**src/rtl/dtb_pkg.sv**
```systemverilog
// dtb_pkg: shared trace-buffer widths, tag width and readout state type.
// TRB_READER_LAST_EN selects whether a per-word last tag is carried.
package dtb_pkg;
    localparam int TRB_ADDR_WIDTH = 10;
    localparam int TRB_WIDTH      = 32;
    localparam int TRB_DEPTH      = 1 << TRB_ADDR_WIDTH;
`ifdef TRB_READER_LAST_EN
    localparam int TRB_TAG_W      = 1;
`else
    localparam int TRB_TAG_W      = 0;
`endif
    typedef enum logic [1:0] {IDLE, RUN, DRAIN} trb_rd_state_e;
endpackage

```
**src/rtl/trb_skid_fifo.sv**
```systemverilog
// trb_skid_fifo: 2-entry output buffer with occupancy and optional tag bit.
module trb_skid_fifo
    import dtb_pkg::*;
#(
    parameter int DW    = TRB_WIDTH,
    parameter int TAG_W = 0
) (
    input  logic                              clk,
    input  logic                              rst_ni,
    input  logic                              i_push,
    input  logic                              i_pop,
    input  logic                              i_flush,
    input  logic [DW-1:0]                     i_data,
    input  logic [(TAG_W > 0 ? TAG_W : 1)-1:0] i_tag,
    output logic [DW-1:0]                     o_data,
    output logic [(TAG_W > 0 ? TAG_W : 1)-1:0] o_tag,
    output logic                              o_valid,
    output logic [1:0]                        o_occ
);
    logic [DW-1:0] r_data [2];
    logic          r_wp, r_rp;
    logic [1:0]    r_occ;

    always_ff @(posedge clk or negedge rst_ni) begin
        if (!rst_ni) begin
            r_data <= '{default: '0};
            r_wp   <= 1'b0;
            r_rp   <= 1'b0;
            r_occ  <= 2'd0;
        end else begin
            if (i_push) r_data[r_wp] <= i_data;
            if (i_flush) begin
                r_wp  <= 1'b0;
                r_rp  <= 1'b0;
                r_occ <= 2'd0;
            end else begin
                r_wp  <= r_wp ^ i_push;
                r_rp  <= r_rp ^ i_pop;
                r_occ <= r_occ + {1'b0, i_push} - {1'b0, i_pop};
            end
        end
    end

    assign o_data  = r_data[r_rp];
    assign o_valid = r_occ != 2'd0;
    assign o_occ   = r_occ;

    if (TAG_W > 0) begin : g_tag
        logic [TAG_W-1:0] r_tag [2];
        always_ff @(posedge clk or negedge rst_ni) begin
            if (!rst_ni) r_tag <= '{default: '0};
            else if (i_push) r_tag[r_wp] <= i_tag;
        end
        assign o_tag = r_tag[r_rp];
    end else begin : g_notag
        logic w_unused;
        assign w_unused = &{1'b0, i_tag};
        assign o_tag    = '0;
    end
endmodule

```
**src/rtl/trb_stream_reader.sv**
```systemverilog
// trb_stream_reader: reads count words from base out of the trace BRAM as a valid/ready stream.
// Define TRB_READER_LAST_EN to flag the final word on last_o.
module trb_stream_reader
    import dtb_pkg::*;
#(
    parameter int ADDR_WIDTH = TRB_ADDR_WIDTH,
    parameter int DATA_WIDTH = TRB_WIDTH
) (
    input  logic                  clk,
    input  logic                  rst_ni,
    input  logic                  start_i,
    input  logic [ADDR_WIDTH-1:0] base_addr_i,
    input  logic [ADDR_WIDTH:0]   count_i,
    input  logic                  abort_i,
    output logic [ADDR_WIDTH-1:0] rd_addr_o,
    input  logic [DATA_WIDTH-1:0] rd_data_i,
    output logic [DATA_WIDTH-1:0] data_o,
    output logic                  valid_o,
    input  logic                  ready_i,
    output logic                  last_o,
    output logic                  busy_o,
    output logic                  done_o
);
    localparam int CW = ADDR_WIDTH + 1;
    localparam logic [CW-1:0] DEPTH = {1'b1, {ADDR_WIDTH{1'b0}}};

    trb_rd_state_e         r_state, w_next;
    logic [ADDR_WIDTH-1:0] r_addr;
    logic [CW-1:0]         r_count, r_issued, w_cnt;
    logic                  r_inflight, r_done;
    logic [1:0]            w_occ;
    logic                  w_pop, w_start, w_abort, w_issue, w_final_issue, w_final_pop;
    logic [0:0]            w_tag_in, w_tag_out;

    assign w_cnt         = count_i > DEPTH ? DEPTH : count_i;
    assign w_pop         = valid_o & ready_i;
    assign w_start       = start_i && r_state == IDLE && w_cnt != '0;
    assign w_abort       = abort_i && r_state != IDLE;
    // Keeps buffered plus in-flight words within the 2-entry buffer.
    assign w_issue       = r_state == RUN && !abort_i &&
                           ({1'b0, w_occ} + {2'b0, r_inflight} < 3'd2 + {2'b0, w_pop});
    assign w_final_issue = w_issue && (r_issued + CW'(1) == r_count);
    assign w_final_pop   = r_state == DRAIN && !abort_i && w_pop && w_occ == 2'd1 && !r_inflight;

    always_ff @(posedge clk or negedge rst_ni) begin
        if (!rst_ni) r_state <= IDLE;
        else r_state <= w_next;
    end

    always_comb begin
        w_next = r_state;
        if (w_start) w_next = RUN;
        else if (w_abort) w_next = IDLE;
        else if (w_final_issue) w_next = DRAIN;
        else if (w_final_pop) w_next = IDLE;
    end

    always_ff @(posedge clk or negedge rst_ni) begin
        if (!rst_ni) begin
            r_addr     <= '0;
            r_count    <= '0;
            r_issued   <= '0;
            r_inflight <= 1'b0;
            r_done     <= 1'b0;
        end else begin
            if (w_start) begin
                r_addr   <= base_addr_i;
                r_count  <= w_cnt;
                r_issued <= '0;
            end else if (w_issue) begin
                r_addr   <= r_addr + ADDR_WIDTH'(1);
                r_issued <= r_issued + CW'(1);
            end
            r_inflight <= w_issue;
            r_done     <= (start_i && r_state == IDLE && w_cnt == '0) || w_final_pop;
        end
    end

    trb_skid_fifo #(.DW(DATA_WIDTH), .TAG_W(TRB_TAG_W)) u_fifo (
        .clk     (clk),
        .rst_ni  (rst_ni),
        .i_push  (r_inflight),
        .i_pop   (w_pop),
        .i_flush (w_abort),
        .i_data  (rd_data_i),
        .i_tag   (w_tag_in),
        .o_data  (data_o),
        .o_tag   (w_tag_out),
        .o_valid (valid_o),
        .o_occ   (w_occ)
    );

`ifdef TRB_READER_LAST_EN
    logic r_inflight_last;
    always_ff @(posedge clk or negedge rst_ni) begin
        if (!rst_ni) r_inflight_last <= 1'b0;
        else r_inflight_last <= w_final_issue;
    end
    assign w_tag_in = r_inflight_last;
    assign last_o   = valid_o & w_tag_out[0];
`else
    logic w_unused;
    assign w_unused = w_tag_out[0];
    assign w_tag_in = 1'b0;
    assign last_o   = 1'b0;
`endif

    assign rd_addr_o = r_addr;
    assign busy_o    = r_state != IDLE;
    assign done_o    = r_done;
endmodule
```
**config.mk**
```make
export PLATFORM = sky130hd
export DESIGN_NAME = trb_stream_reader
export DESIGN_NICKNAME = d
export VERILOG_FILES = /design/src/rtl/dtb_pkg.sv /design/src/rtl/trb_skid_fifo.sv /design/src/rtl/trb_stream_reader.sv
export SDC_FILE = /design/constraint.sdc
export NUM_CORES = 1
export LEC_CHECK = 0
export CAP_MARGIN = 25
export CORE_UTILIZATION = 57
export CTS_BUF_LIST = sky130_fd_sc_hd__clkbuf_4
export DETAILED_ROUTE_END_ITERATION = 12
export PLACE_DENSITY = 0.94
export SETUP_SLACK_MARGIN = 0.4
export SLEW_MARGIN = 10
export SYNTH_ARGS = -nofsm -noshare
export SYNTH_HDL_FRONTEND = slang
export SYNTH_SLANG_ARGS = --single-unit
```
**constraint.sdc**
```tcl
create_clock -name clk -period 4.6 [get_ports clk]
set_input_delay 0.92 -clock clk [delete_from_list [all_inputs] [get_ports clk]]
set_output_delay 0.92 -clock clk [all_outputs]
set_load 0.1 [all_outputs]
```
* Word-level counts from Yosys, hierarchy flattened
Cells that the tools add are included.
Storage, ports and cells: logic and storage cells 71, register bits after elaboration 104, input bits 58
Cells by class: equal/unequal tests 4, bitwise logic cells 5, multiplexer cells 18, reduce and logical (&&, ||, !) cells 22, add/subtract/negate cells 6, magnitude comparators 5
Operator list (number):
- $mux W32 | 4
- $bwmux W64 | 1
- $mux W11 | 3
- $demux W32 S1 | 1
- $mux W10 | 2
- $logic_and A1 B1 Y1 | 12
- $add A11 B1 Y11 const B | 1
- $eq A11 B11 Y1 | 1
- $gt A11 B11 Y1 const B | 1
- $logic_not A11 Y1 | 1
- $reduce_bool A11 Y1 | 1
- $add A10 B1 Y10 const B | 1
- $mux W2 | 5
- $reduce_bool A2 Y1 | 3
- $eq A2 B1 Y1 const B | 2
- $ge A2 B2 Y1 const B | 2
- $not A1 Y2 | 2
- $reduce_bool A4 Y1 | 1
- $add A2 B1 Y3 | 1
- $add A2 B1 Y3 const A | 1
- $lt A3 B3 Y1 | 1
- $add A2 B1 Y2 | 1
- $eq A2 B2 Y1 const B | 1
- $logic_not A1 Y1 | 2
- 7 further kinds | 9

* Depth between registers and ports, before layout
Gate-level depths: netlist of the first run.
depth after elaboration 9, gate-level depth with buffers 9, depth with buffers taken out 8

* By module
Synthesis of the first run repeated with hierarchy kept, for this count alone.
Unflattened totals: cells, all modules 435, area, all modules 5614.1 um^2
Modules (own cells, without submodules):
- trb_skid_fifo | cells each 192, area an instance 3458.3 um^2, seq. area each 1701.6 um^2, instances 1
- trb_stream_reader | cells each 243, area an instance 2155.8 um^2, seq. area each 900.9 um^2, instances 1

* Worst setup path before layout of the first run
OpenSTA, ideal clock, no wires.
path type register -> register, start point register r_state[1], end point register r_issued[10], period minus slack after synthesis 2.514 ns, setup slack 2.086 ns, arrival 2.418 ns, data required time 4.505 ns, cell stages (with the launch flop) 10, cell sequence dfrtp_1 or2_1 clkbuf_1 nor2_1 o21a_1 buf_2 nor2_1 clkbuf_1 o21ai_0 o31ai_1
On the way: cells in the longest elaborated chain, start to end 4, elaborated cells on any way between the ends 8
Ends and longest elaborated chain:
- start: declaration | RTL line trb_stream_reader.sv:27 | trb_rd_state_e r_state, w_next;
- start signal: assignment | RTL line trb_stream_reader.sv:47 | else r_state <= w_next;
- $eq A2 B1 Y1 / $logic_not A2 Y1 (equally long branches) | RTL line trb_stream_reader.sv:40, trb_stream_reader.sv:37
- $logic_and A1 B1 Y1 (on tied branches) (2 in a row) | RTL line trb_stream_reader.sv:40, trb_stream_reader.sv:37
- $reduce_bool A2 Y1 (no source line) / $mux W11 (equally long branches)
- end signal: assignment | RTL line trb_stream_reader.sv:72 | r_issued <= r_issued + CW'(1);
- end: declaration | RTL line trb_stream_reader.sv:29 | logic [CW-1:0] r_count, r_issued, w_cnt;
Parallel ways exist; a longest one is shown, timed or not. A chain may end at the register's enable or synchronous reset.

* Worst setup path in the final report of the first run
start point input port abort_i, end point register r_issued[5]
On the way: cells in the longest elaborated chain, start to end 4
Ends and longest elaborated chain:
- start: declaration | RTL line trb_stream_reader.sv:14 | input logic abort_i,
- $logic_not A1 Y1 | RTL line trb_stream_reader.sv:40 | assign w_issue = r_state == RUN && !abort_i &&
- $logic_and A1 B1 Y1 (2 in a row) | RTL line trb_stream_reader.sv:40
- $reduce_bool A2 Y1 (no source line)
Every way passes these cells.

==> run_results.csv, run 1 <==
group,metric,value,unit
floorplan,die_y,96.6,um
run,drv_cap,0,
yosys,syn_inst,443,
setup_path,cp-start-kind,"input port",
global_route,track_usage,24.9,%
yosys,synth_area_per_cell,11.5,um2
place,placed_area,6100,um2
setup_path,path_delay_family,"simple AND/OR/NAND/NOR gates",
timing,period_needed,3.30,ns
detailed_routing,wl,11000,um
clocking,cts_buffers,9,
yosys,ys_seq_area_share,51.0,%
place,dp_hpwl,7970,um
global_route,antenna_found_initial,0,
yosys,synth_edf_count,0,
global_route,grt_max_degree,74,
place,io_buffers,102,
setup_path,required,4.91,ns
floorplan,core_area,8680,um2
floorplan,dieArea,9330,um2
clocking,post_cts_buffers,0,
detailed_routing,ant_nets,0,
clocking,ctsHoldBuffers,0,
timing,relSlewSlack,34.6,%
yosys,synth_largest_area_cell,"dfrtp_1",
worst_hold_path,min-delay-start,"u_fifo.r_data[28]",
setup_path,reg2reg_depth,8,
layout,multi_input_area,2330,um2
worst_hold_path,min_to,"u_fifo.r_data[28]",
setup_path,critical_path_class,"input port to register",
setup_path,path_cells,"clkdlybuf4s50_1 -> nand2b_1 -> nor3_1 -> nand2_1 -> inv_1 -> nor2_1 -> o21ai_0 -> o21ai_0",
layout,layout_commonest_cell,"dfrtp_1",
yosys,synthesis.area,5100,um2
layout,area_growth_syn_to_layout,22.3,%
clocking,clockRootBuffer,"clkbuf_4",
setup_path,rr_endpoint,"r_issued[5]",
global_route,grt_overflow,0,
global_route,grt_pass1_wl,18700,um
global_route,grt_pass1_vias,3905,
yosys,yosys_warnings,0,
timing,rsz0062_at_grt,"false",
detailed_routing,firstDrtPassIters,5,
setup_path,cp_slowest_stage_delay,0.46,ns
clocking,htreeDepth,3,
layout,layout_common_cells,"104 x dfrtp_1, 96 x mux2_2, 69 x clkdlybuf4s50_1, 38 x buf_4, 35 x nand2_1",
detailed_routing,drt_iter0_markers,235,
timing,tightest_slew,0.978,ns
yosys,ys_async_sr_fraction,100,%
timing,tns,0,ns
timing,max_freq,0.303,GHz
setup_path,cpMostUsedCell,"o21ai_0",
layout,antenna_cells,0,
floorplan,io_pins,104,
detailed_routing,drt-vias-per-instance,5.81,
floorplan,start_util,58.8,%
timing,skew,0.0157,ns
timing,final-hold-violation-count,0,
setup_path,critPathMaxFanout,16,
place,gp_congestion,0.917,
layout,drive_gt1_share,28.4,%
setup_path,worstPathArrival,3.61,ns
detailed_routing,dr_total_vias,3755,
layout,fill_cells,613,
yosys,synth_top_area_share,51.0,%
layout,regArea,2600,um2
clocking,clock_path_buffers,2,
layout,finalNetCount,599,
clocking,cts_tree,"built",
yosys,ys_ff_latch,104,
floorplan,die_w,96.6,um
setup_path,rr_startpoint,"r_inflight",
yosys,synth.distinct_cells,53,
clocking,post_cts_resized,0,
yosys,synth_nets,509,
worst_hold_path,min_path_type,"register to register",
worst_hold_path,whs_path_depth,1,
setup_path,crit_slowest_cell,"clkdlybuf4s50_1",
timing,timing.final.crit_share,71.6,%
setup_path,ff2ff_setup_slack,1.52,ns
layout,finalInstanceArea,6240,um2
detailed_routing,wl_per_cell,17.1,um
clocking,insertion_delay,0.45,ns
setup_path,endpoint_kind,"register",
timing,slew_violations,0,
timing,finalSetupViolations,0,
floorplan,row_count,34,
setup_path,path_buf_inv,2,
status,run_status,"finished, final reports clean",
yosys,synth_flop_cell,"dfrtp_1",
clocking,clock-sinks,104,
clocking,clkTransAtPathRegs,0.15,ns
detailed_routing,drc_errors,0,
yosys,synth_area_leaders,"dfrtp_1 51%, mux2_2 21%, o21ai_0 3.3%, xnor2_1 2.9%, nand2_1 2.6%",
-- kinds of logic after synthesis --
| group | count (synthesis) | share of synthesized area (%) |
|---|---|---|
| other cells | 1 | 0.0735 |
| simple gates | 105 | 10.5 |
| compound gates | 63 | 7.60 |
| fa+ha+maj | 8 | 1.96 |
| buf+inv | 41 | 3.24 |
| mux | 97 | 21.4 |
| xor+xnor | 24 | 4.27 |
| flops | 104 | 51.0 |
-- worst max path at each step --
stage / startpoint / depth (start not counted) / slack (ns) / end
after CTS: r_state[1] / 2 / 1.42 / busy_o
after global placement: abort_i / 8 / 1.24 / rd_addr_o[8]
after global routing: abort_i / 8 / 1.13 / r_issued[5]
final: abort_i / 8 / 1.30 / r_issued[5]
after detailed placement: abort_i / 8 / 0.99 / r_issued[5]
after floorplan: r_state[1] / 9 / 2.09 / r_issued[10]
-- flip-flops by register name, indices dropped and copies added (netlist names), 2 cells and up --
register and cells:
u_fifo.r_data 64, r_count 11, r_issued 11, rd_addr_o 10, r_state 2, u_fifo.o_occ 2
-- cell usage after synthesis (3+ instances only) --
master,instances
and2_1,5
and3_1,5
nor2_1,16
nand2_1,35
xor2_1,6
nand3_1,9
dfrtp_1,104
clkbuf_1,15
mux2_2,96
a21oi_1,4
nor3_1,7
o21ai_0,34
o21ai_1,3
buf_1,6
nand4_1,5
ha_1,8
nand2b_1,9
o31ai_1,4
inv_1,13
buf_2,6
xnor2_1,17
nor4_1,3
-- cell type report --
class,instances,share of cell area (%)
Inverter,13,0.782
Timing Repair Buffer,107,15.6
Sequential cell,104,41.7
Tap cell,108,2.16
Clock inverter,7,1.24
Clock buffer,9,1.08
Multi-Input combinational cell,298,37.4
-- stage by stage --
stage | setup slack [ns] | hold slack [ns] | cells | utilization [%]
after detailed placement | 0.990 | 0.492 | 630 | 70.3
after floorplan | 2.09 | 0.468 | 443 | -
final | 1.30 | 0.521 | 646 | 71.9
after CTS | 1.42 | 0.526 | 646 | 71.9
after global placement | 1.24 | 0.483 | 630 | 70.3
after global routing | 1.13 | 0.533 | 646 | 71.9
-- worst reg2reg max path, delay by kind of cell (launching register included) --
family / cells / cell delay (ns)
AO/OA/AOI/OAI: 2 / 0.50
buffers and inverters: 1 / 0.43
flip-flops: 1 / 0.48
adder cells (fa/ha/maj): 2 / 0.41
AND/OR/NAND/NOR: 3 / 1.11
-- layer usage --
| metal | routed length, um | track usage, % |
|---|---|---|
| met1 | 4750 | 31.8 |
| met2 | 5440 | 41.9 |
| met3 | 600 | 5.35 |
| met4 | 242 | 8.50 |
| met5 | 0 | 0 |
Power of run 1 is not shown: default switching activity piles up to over one toggle a cycle in this logic, so the estimate is an artifact.
==> run 2, diff against run 1 <==
CORE_UTILIZATION = 48   (was 57)
PLACE_DENSITY = 0.85   (was 0.94)
clock period = 2.7 ns   (was 4.6 ns; I/O delays follow)
==> run 2 against run 1 <==
Against the previous run: sequential share of layout area fell by 3.1 points; final cell count rose by 5.9%; cell area rose by 8.0%; routed wire length rose by 2.9%; via count fell by 0.83%; die area rose by 18%; non-clock buffer count rose by 10; core utilization fell by 6.6 points; critical path depth fell by 5; critical endpoint is now data_o[28].
==> run_results.csv, run 2 (synthesized netlist as in run 1, its figures left out) <==
group,metric,value,unit
timing,slew_violations,0,
floorplan,core_area,10300,um2
place,dp_hpwl,8140,um
setup_path,reg2reg_depth,7,
layout,finalNetCount,609,
detailed_routing,firstDrtPassIters,4,
global_route,grt_pass1_vias,3869,
setup_path,required,2.16,ns
timing,tns,0,ns
worst_hold_path,whs_path_depth,1,
layout,top_regs,"u_fifo.r_data: 64 flops, r_count: 11 flops, r_issued: 11 flops",
layout,layout_commonest_cell,"dfrtp_1",
layout,layout_common_cells,"103 x dfrtp_1, 96 x mux2_2, 56 x clkdlybuf4s50_1, 35 x nand2_1",
layout,largest_register_ffs,64,
place,io_buffers,102,
setup_path,cp-start-kind,"register",
setup_path,critical_path_class,"register to primary output",
status,run_status,"finished, final reports clean",
timing,max_freq,0.452,GHz
global_route,grt_overflow,0,
run,drv_cap,0,
layout,finalInstanceArea,6740,um2
layout,area_growth_syn_to_layout,32.2,%
layout,top_register,"u_fifo.r_data",
layout,antenna_cells,0,
place,placed_area,6580,um2
floorplan,dieArea,11000,um2
detailed_routing,dr_total_vias,3724,
timing,timing.final.crit_share,82.0,%
timing,finalSetupViolations,0,
setup_path,critPathMaxFanout,14,
detailed_routing,drt_iter0_markers,175,
floorplan,die_y,105,um
timing,rsz0062_at_grt,"true",
clocking,clock-sinks,104,
clocking,htreeDepth,3,
global_route,grt_max_degree,53,
clocking,insertion_delay,0.46,ns
global_route,grt_pass1_wl,18900,um
clocking,clkTransAtPathRegs,0.16,ns
setup_path,endpoint_kind,"primary output",
timing,final-hold-violation-count,0,
floorplan,die_w,105,um
timing,skew,0.0189,ns
floorplan,row_count,37,
worst_hold_path,min_path_type,"register to register",
global_route,antenna_found_initial,0,
timing,period_needed,2.21,ns
clocking,clock_path_buffers,2,
detailed_routing,wl,11400,um
detailed_routing,drc_errors,0,
detailed_routing,wl_per_cell,16.6,um
clocking,post_cts_buffers,0,
detailed_routing,drt-vias-per-instance,5.44,
clocking,cts_tree,"built",
clocking,cts_buffers,9,
detailed_routing,ant_nets,0,
floorplan,start_util,49.4,%
layout,drive_gt1_share,33.0,%
setup_path,worstPathArrival,1.67,ns
place,gp_congestion,0.865,
floorplan,io_pins,104,
clocking,clockRootBuffer,"clkbuf_4",
global_route,track_usage,21.7,%
## run 2: changes by cell type in the layout (fill, tap and decap cells not counted), sizes merged
| cell | change |
|---|---|
| buf | +22 |
| clkdlybuf4s50 | -13 |
| inv | +2 |
| bufinv | -1 |
| clkinv | -1 |
| dlygate4sd3 | +1 |
## run 2: cell type report
class | count | area, um2
fillers | 754 | 3580
flip-flops and latches | 104 | 2600
multi-input cells | 298 | 2350
repair buffers | 117 | 1440
well taps | 136 | 170
clock buffers | 9 | 67.6
clock inverters | 7 | 62.6
inverters | 13 | 48.8
## run 2: critical path: stages, from the launching register on
cell	delay, ns
dfrtp_1	0.39
buf_4	0.25
mux2_2	0.40
buf_12	0.17
## run 2: timing repair
item	CTS	global route
setup endpoints to repair	2	31
hold buffers	1	0
endpoints found under the hold margin	27	0
gates resized for setup	1	6
## run 2: final timing paths
kind                                endpoint  slack (ns)              start
max in group asynchronous       rd_addr_o[0]        1.48             rst_ni
hold / removal             u_fifo.r_data[24]        0.52  u_fifo.r_data[24]
setup reg to reg                  r_state[1]        0.51        r_issued[0]
hold reg to reg            u_fifo.r_data[24]        0.52  u_fifo.r_data[24]
setup / recovery                  data_o[28]        0.49        u_fifo.r_rp
min in group asynchronous        r_issued[1]        0.56             rst_ni
## run 2: through the flow
| step | hold slack [ns] | utilization (%) | std cells | worst slack (ns) |
|---|---|---|---|---|
| 6_report | 0.523 | 65.3 | 684 | 0.485 |
| 3_3_place_gp | 0.483 | 63.7 | 667 | 0.407 |
| 5_1_grt | 0.538 | 65.3 | 684 | 0.372 |
| 3_5_place_dp | 0.490 | 63.7 | 667 | 0.248 |
| 2_1_floorplan | 0.244 | - | 443 | 0.501 |
| 4_1_cts | 0.527 | 65.1 | 684 | 0.403 |
## run 2: per-layer routing
| layer | wire length (um) | GRT usage (%) | up-vias | share of wire, % |
|---|---|---|---|---|
| met5 | 0 | 0 | - | 0 |
| met3 | 432 | 3.81 | 13 | 3.8 |
| met2 | 5780 | 37.8 | 100 | 51 |
| met1 | 5020 | 27.6 | 1859 | 44 |
| met4 | 117 | 6.34 | 0 | 1.0 |
| li1 | - | - | 1752 | - |
Power of run 2 is left out for the same reason.
==> run 3, diff against run 2 <==
clock period = 1.9 ns   (was 2.7 ns; I/O delays follow)
==> run 3 against run 2 <==
Against the previous run: the run now ends with setup timing left; setup slack lost 0.64 ns; critical path depth grew 6; clock skew is essentially flat; die area is the same; routed wire length grew 44%; hold slack lost 0.32 ns; final cell count grew 10%; non-clock buffer count grew 70; core utilization grew 15 points; critical path type is now register to register; largest cell class is now multi-input gates.
==> run_results.csv, run 3 (synthesized netlist as in run 1, its figures left out) <==
group,metric,value,unit
global_route,track_usage,26.8,%
timing,period_needed,2.05,ns
detailed_routing,wl_per_cell,21.7,um
layout,layout_commonest_cell,"dfrtp_1",
clocking,cts_buffers,9,
global_route,grt_overflow,0,
timing,layout_setup_ws,-0.150,ns
timing,timing.final.crit_share,108,%
setup_path,cpMostUsedCell,"buf_6",
setup_path,required,2.31,ns
setup_path,path_cells,"buf_6 -> buf_6 -> o21ai_4 -> buf_6 -> o21ai_4 -> nand2_4 -> nor4_4 -> and4bb_1 -> o211a_1",
layout,finalNetCount,679,
timing,final-hold-violation-count,0,
floorplan,die_w,105,um
detailed_routing,drt-vias-per-instance,5.75,
worst_hold_path,min_path_type,"input port to register",
global_route,antenna_found_initial,0,
floorplan,core_area,10300,um2
setup_path,critical_path_class,"register to register",
run,drv_cap,0,
detailed_routing,dr_total_vias,4335,
clocking,clkTransAtPathRegs,0.18,ns
timing,finalSetupViolations,47,
place,dp_hpwl,9260,um
layout,largest_register_ffs,64,
detailed_routing,drc_errors,0,
layout,layout_common_cells,"89 x dfrtp_1, 64 x mux2_2, 52 x buf_12, 50 x clkdlybuf4s50_1, 46 x buf_4",
floorplan,row_count,37,
global_route,grt_max_degree,36,
timing,max_freq,0.488,GHz
global_route,grt_pass1_wl,22900,um
timing,tns,-4.16,ns
timing,slew_violations,0,
clocking,htreeDepth,3,
setup_path,endpoint_kind,"register",
clocking,insertion_delay,0.47,ns
detailed_routing,firstDrtPassIters,5,
place,place_ws,-0.225,ns
layout,top_regs,"u_fifo.r_data: 64 flops, r_count: 11 flops, r_issued: 11 flops",
setup_path,cp-start-kind,"register",
status,violations,"setup timing",
layout,top_register,"u_fifo.r_data",
timing,rsz0062_at_grt,"true",
clocking,clock_path_buffers,2,
clocking,cts_tree,"built",
global_route,grt_pass1_vias,4583,
place,io_buffers,102,
layout,area_growth_syn_to_layout,63.4,%
layout,antenna_cells,0,
place,gp_congestion,0.832,
timing,skew,0.0186,ns
floorplan,dieArea,11000,um2
timing,hold-worst-slack,0.199,ns
place,placed_area,7260,um2
layout,drive_gt1_share,56.1,%
timing,relSlewSlack,58.7,%
setup_path,cp_slowest_stage_delay,0.48,ns
floorplan,io_pins,104,
status,run_status,"complete, but fails checks",
setup_path,critPathMaxFanout,4,
detailed_routing,wl,16300,um
setup_path,crit_slowest_cell,"dfrtp_2",
detailed_routing,ant_nets,0,
clocking,clock-sinks,104,
floorplan,die_y,105,um
layout,finalInstanceArea,8340,um2
detailed_routing,drt_iter0_markers,194,
timing,tightest_slew,0.618,ns
floorplan,start_util,49.4,%
setup_path,worstPathArrival,2.46,ns
clocking,clockRootBuffer,"clkbuf_4",
[run 3: repair_timing]
action / 4_1_cts / 5_1_grt
buffers inserted: 29 / 4
hold buffers: 1 / 0
gates cloned: 1 / 2
endpoints found under the setup margin: 80 / 120
endpoints found under the hold margin: 31 / 0
pin swaps: 39 / 32
gates resized for setup: 85 / 85
[run 3: metrics by stage]
stage          cells  util [%]
3_3_place_gp     701      70.3
4_1_cts          748      76.7
3_5_place_dp     701      70.3
2_1_floorplan    443         -
5_1_grt          754      80.7
6_report         754      80.7
[run 3: critical path: cells and delay by family, from the launching register on]
| kind | cells | cell delay, ns |
|---|---|---|
| compound gates | 3 | 0.42 |
| flops | 1 | 0.48 |
| simple gates | 3 | 0.74 |
| buf+inv | 3 | 0.36 |
[run 3: path summary, 6_finish.rpt]
| kind | end | slack (ns) | cells after the start | start |
|---|---|---|---|---|
| max reg2reg | r_state[1] | -0.15 | 9 | u_fifo.o_occ[0] |
| max in group asynchronous | u_fifo.r_data[45] | 0.92 | 3 | rst_ni |
| min | r_count[4] | 0.20 | 3 | count_i[4] |
| min in group asynchronous | u_fifo.r_data[53] | 0.41 | 2 | rst_ni |
| max | r_state[1] | -0.15 | 9 | u_fifo.o_occ[0] |
| min reg2reg | u_fifo.r_data[54] | 0.53 | 1 | u_fifo.r_data[54] |
[run 3: final cells by class]
cell class	count	area [um2]
Clock inverter	7	53.8
Fill cell	526	1990
Inverter	13	58.8
Sequential cell	104	2630
Clock buffer	9	67.6
Multi-Input combinational cell	298	2980
Timing Repair Buffer	187	2380
Tap cell	136	170
[run 3: routing by layer]
layer / vias to the layer above / track usage, % / part of all wire (%)
met4: 0 / 11.5 / 4.0
met1: 2170 / 31.4 / 38
li1: 1900 / - / -
met5: - / 0 / 0
met3: 59 / 5.49 / 5.1
met2: 206 / 47.6 / 53
Power of run 3 is left out for the same reason.
==> RTL change 1: new RTL, flow settings as in run 2 <==
Add a define of `TRB_READER_LAST_EN`.
--- a/src/rtl/dtb_pkg.sv
+++ b/src/rtl/dtb_pkg.sv
@@ -2,2 +2,4 @@
 // TRB_READER_LAST_EN selects whether a per-word last tag is carried.
+`define TRB_READER_LAST_EN
+
 package dtb_pkg;
Check against the original RTL: not equivalent (Yosys sat finds a counterexample within 4 cycles, from zero or initial values and one cycle with rst_ni low).
==> RTL change 1 against run 2 <==
Routed wire length down 0.66%. Sequential cell count is 3 higher. Cell area increased by 2.2%. Global-route usage shrank 1.0 points. Count of clock-buffer cells in the layout is 2 higher. Critical path depth is the same. Worst setup slack got worse by 10 ps. Area after synthesis is 1.4% higher. Largest cell class unchanged. Highest routed layer unchanged.
Power is not shown: default switching activity piles up to over one toggle a cycle in this logic, so the estimate is an artifact.
==> RTL change 1: results (changes against run 2) <==
Drt
The length of routed met3 wiring is 501 um (was 432 um). The met2 routed wirelength is 5630 um (was 5780 um). The routed wire length is 11300 um (was 11400 um).

Critical path
The largest incremental delay on the critical path came to 470 ps (was 400 ps). The arrival time reported for the critical path endpoint was 1690 ps (was 1670 ps). The gate family responsible for the most delay along the worst path is flip-flops (was buffers and inverters). The startpoint of the worst register-to-register path is r_inflight (was r_issued[0]). The largest driver fanout on the critical path is 16 (was 14).

The cell with the largest stage delay on the worst path is sky130_fd_sc_hd__dfrtp_2 (was sky130_fd_sc_hd__mux2_2).

Synth
List of most frequent post-synthesis cells: sky130_fd_sc_hd__dfrtp_1, sky130_fd_sc_hd__mux2_2, sky130_fd_sc_hd__nand2_1, sky130_fd_sc_hd__o21ai_0, sky130_fd_sc_hd__nor2_1 (was sky130_fd_sc_hd__dfrtp_1, sky130_fd_sc_hd__mux2_2, sky130_fd_sc_hd__nand2_1, sky130_fd_sc_hd__o21ai_0, sky130_fd_sc_hd__xnor2_1). The fraction of the mapped netlist area in compound gates is 7.50% (was 7.60%). The count of cell types in the netlist is 54 (was 53). The fraction of the yosys area taken by sequential cells is 51.8% (was 51.0%). Top post-synthesis cells by area: sky130_fd_sc_hd__dfrtp_1, sky130_fd_sc_hd__mux2_2, sky130_fd_sc_hd__nand2_1 (was sky130_fd_sc_hd__dfrtp_1, sky130_fd_sc_hd__mux2_2, sky130_fd_sc_hd__o21ai_0). The share of synthesized cell area in full adder, half adder and majority cells is 1.94% (was 1.96%).

GRT
The maximum number of pins on one net before global-route repair is 69 (was 53). The global-route track usage on met3 is 2.84% (was 3.81%). The number of global-route vias before repair is 3830 (was 3869). The routing usage on met1 was 28.4% (was 27.6%).

Finish
The growth of design area from synthesis to finish is 33.2% (was 32.2%). The fraction of standard cell area in multi-input logic was 34.6% (was 34.9%). The net total in the final layout came to 604 (was 609). The fraction of final layout cells sized beyond drive strength 1 is 36.8% (was 33.0%). The number of filler cells placed in the layout is 790 (was 754). The count of clock-net buffers in the final layout came to 11 (was 9).

The number of non-clock inverters in the layout is 11 (was 13). The number of multi-input combinational cells in the layout is 289 (was 298).

Clocking
The count of instances resized after the clock tree is built came to 6 (was 1). The later-pin clock latency in the skew report is 440 ps (was 460 ps).

Hold path
The type of the worst min-delay path was in2async (was reg2reg).

Placed design
The final estimated routing congestion in global placement is 0.859 (was 0.865). The post-placement cell area is 0.00668 mm^2 (was 0.00658 mm^2). The final HPWL from detailed placement is 7950 um (was 8140 um).

Floorplanning
The die footprint came to 0.0112 mm^2 (was 0.0110 mm^2).

Outcome
Run status: completed (unchanged).
==> RTL change 1: changes by cell type after synthesis, sizes merged, moves of 3 or more <==
cell,delta
nand2b,-8
o21ai,-13
xor2,+4
a31oi,+3
a22o,+4
dfrtp,+3
nand3b,+5
xnor2,-6
buf,-4
==> RTL change 1: how the worst max path moves through the flow <==
stage                  end         from  depth (start not counted)
3_3_place_gp   r_issued[6]      ready_i                          8
6_report        data_o[16]  u_fifo.r_rp                          3
5_1_grt         r_state[0]   r_inflight                          7
3_5_place_dp   r_issued[7]      ready_i                          8
2_1_floorplan       last_o  u_fifo.r_rp                          4
4_1_cts         data_o[13]  u_fifo.r_rp                          3
==> RTL change 1: stage by stage <==
| stage | hold slack, ps | setup slack (ps) |
|---|---|---|
| 2_1_floorplan | 244 | 583 |
| 3_3_place_gp | 480 | 107 |
| 3_5_place_dp | 475 | -6.24 |
| 4_1_cts | 191 | 420 |
| 5_1_grt | 232 | 372 |
| 6_report | 174 | 475 |
==> RTL change 2: new RTL, flow settings as in run 2 <==
Made on the original files. The 3 states of `trb_rd_state_e` get a one-hot encoding in 3 bits.
--- a/src/rtl/dtb_pkg.sv
+++ b/src/rtl/dtb_pkg.sv
@@ -11,3 +11,3 @@
 `endif
-    typedef enum logic [1:0] {IDLE, RUN, DRAIN} trb_rd_state_e;
+    typedef enum logic [2:0] {IDLE = 3'b001, RUN = 3'b010, DRAIN = 3'b100} trb_rd_state_e;
 endpackage
Function: no difference found for any inputs over 10 cycles, from zero or initial values and one cycle with rst_ni low; not proved beyond that.
==> RTL change 2 against run 2 <==
Non-clock buffer count fell by 2. Clock skew up 6.5 ps. Routed wire length rose by 4.0%. Area after synthesis up 0.74%. Worst setup slack worse by 26 ps. Cell area grew 0.70%. Sequential cell count increased by 1. First-iteration DRC count decreased by 22%.
Power is left out: the tool's default activity adds up to more than one toggle a clock period on the data nets, which glitch-free logic cannot reach.
==> RTL change 2: results (changes against run 2) <==
Outcome
Run status: completed (unchanged).

Drt
The met2 routed wirelength is 5870 um (was 5780 um). The routed wirelength normalized by instance count is 17.3 um (was 16.6 um). The length of routed met3 wiring is 547 um (was 432 um).

The violation count after the first detailed-route iteration was 136 (was 175). The vias after detailed routing is 3829 (was 3724).

Synth
List of most frequent post-synthesis cells: sky130_fd_sc_hd__dfrtp_1, sky130_fd_sc_hd__mux2_2, sky130_fd_sc_hd__nand2_1, sky130_fd_sc_hd__o21ai_0, sky130_fd_sc_hd__xnor2_1 (unchanged). The fraction of the yosys area taken by sequential cells is 51.1% (was 51.0%). The per-instance average area after synthesis is 11.7 um^2 (was 11.5 um^2). The post-synthesis net count is 506 (was 509). Top post-synthesis cells by area: sky130_fd_sc_hd__dfrtp_1, sky130_fd_sc_hd__mux2_2, sky130_fd_sc_hd__xnor2_1 (was sky130_fd_sc_hd__dfrtp_1, sky130_fd_sc_hd__mux2_2, sky130_fd_sc_hd__o21ai_0).

GRT
The overall routing resource usage came to 21.9% (was 21.7%). The maximum number of pins on one net before global-route repair came to 73 (was 53). The global-route wire length before repair is 19100 um (was 18900 um).

Finish
The net total in the final layout is 607 (was 609). The final non-filler cell total is 682 (was 684). The fraction of final layout cells sized beyond drive strength 1 was 34.1% (was 33.0%).

Critical path
The last element of the critical path is data_o[1] (was data_o[28]). The critical register-to-register path endpoint was r_issued[8] (was r_state[1]). The cell with the largest stage delay on the worst path is sky130_fd_sc_hd__dfrtp_2 (was sky130_fd_sc_hd__mux2_2).

The arrival time reported for the critical path endpoint came to 1700 ps (was 1670 ps). The startpoint of the worst register-to-register path was r_inflight (was r_issued[0]). The gate family responsible for the most delay along the worst path is flip-flops (was buffers and inverters).

Timing
The worst clock skew on the final layout is 25.5 ps (was 18.9 ps).

Placed design
The post-placement cell area is 0.00660 mm^2 (was 0.00658 mm^2). The final estimated routing congestion in global placement is 0.907 (was 0.865).
RTL change 2: changes by cell type after synthesis, sizes merged, moves of 3 or more:
cell	delta
a21o	+3
nand2b	-9
clkbuf	-4
inv	-4
nand2	+12
nor2	-5
nor4	+7
nor3	+4
xnor2	+3
RTL change 2: worst min path at each step:
stage | to | slack (ps)
final | u_fifo.r_data[52] | 520
after global routing | u_fifo.r_data[61] | 540
after CTS | u_fifo.r_data[6] | 530
after detailed placement | u_fifo.r_data[62] | 490
after global placement | u_fifo.r_data[6] | 480
after floorplan | done_o | 240
RTL change 2: layout make-up:
| type | instances | area, um^2 | share of cell area (%) |
|---|---|---|---|
| sequential | 105 | 2630 | 38.7 |
| multi-input combinational | 301 | 2370 | 34.9 |
| timing repair buffer | 115 | 1450 | 21.4 |
| tap | 136 | 170 | 2.51 |
| clock buffer | 10 | 75.1 | 1.11 |
| clock inverter | 6 | 58.8 | 0.866 |
| inverter | 9 | 33.8 | 0.497 |
RTL change 2: cells by family (layout without fill, tap and decap cells):
family                     Yosys count  in the layout  share of synthesized area [%]
buffers and inverters               34            140                           2.77
other                                1              1                         0.0730
AOI/OAI and AO/OA                   58             58                           6.67
DFF                                105            105                           51.1
xor gates and xnor gates            27             27                           4.60
adders and majority gates            8              8                           1.95
muxes                               96             96                           21.0
and+or+nand+nor                    111            111                           11.8
RTL change 2: routing by layer:
layer	track usage [%]	vias up
met2	36.9	143
met5	0	-
li1	-	1755
met1	28.2	1907
met4	9.76	0
met3	2.97	24
RTL change 2: timing repair:
item | CTS | global route
endpoints found under the setup margin | 33 | 32
cloned | 0 | 1
hold buffers | 1 | 0
resized for setup | 4 | 2
hold endpoints to repair | 12 | 0
buffers inserted | 1 | 0
RTL change 2: per-stage QoR:
| stage | hold WS [ps] | setup WS (ps) |
|---|---|---|
| after global routing | 536 | 390 |
| final | 522 | 459 |
| after detailed placement | 492 | 206 |
| after floorplan | 244 | 621 |
| after global placement | 483 | 276 |
| after CTS | 529 | 429 |
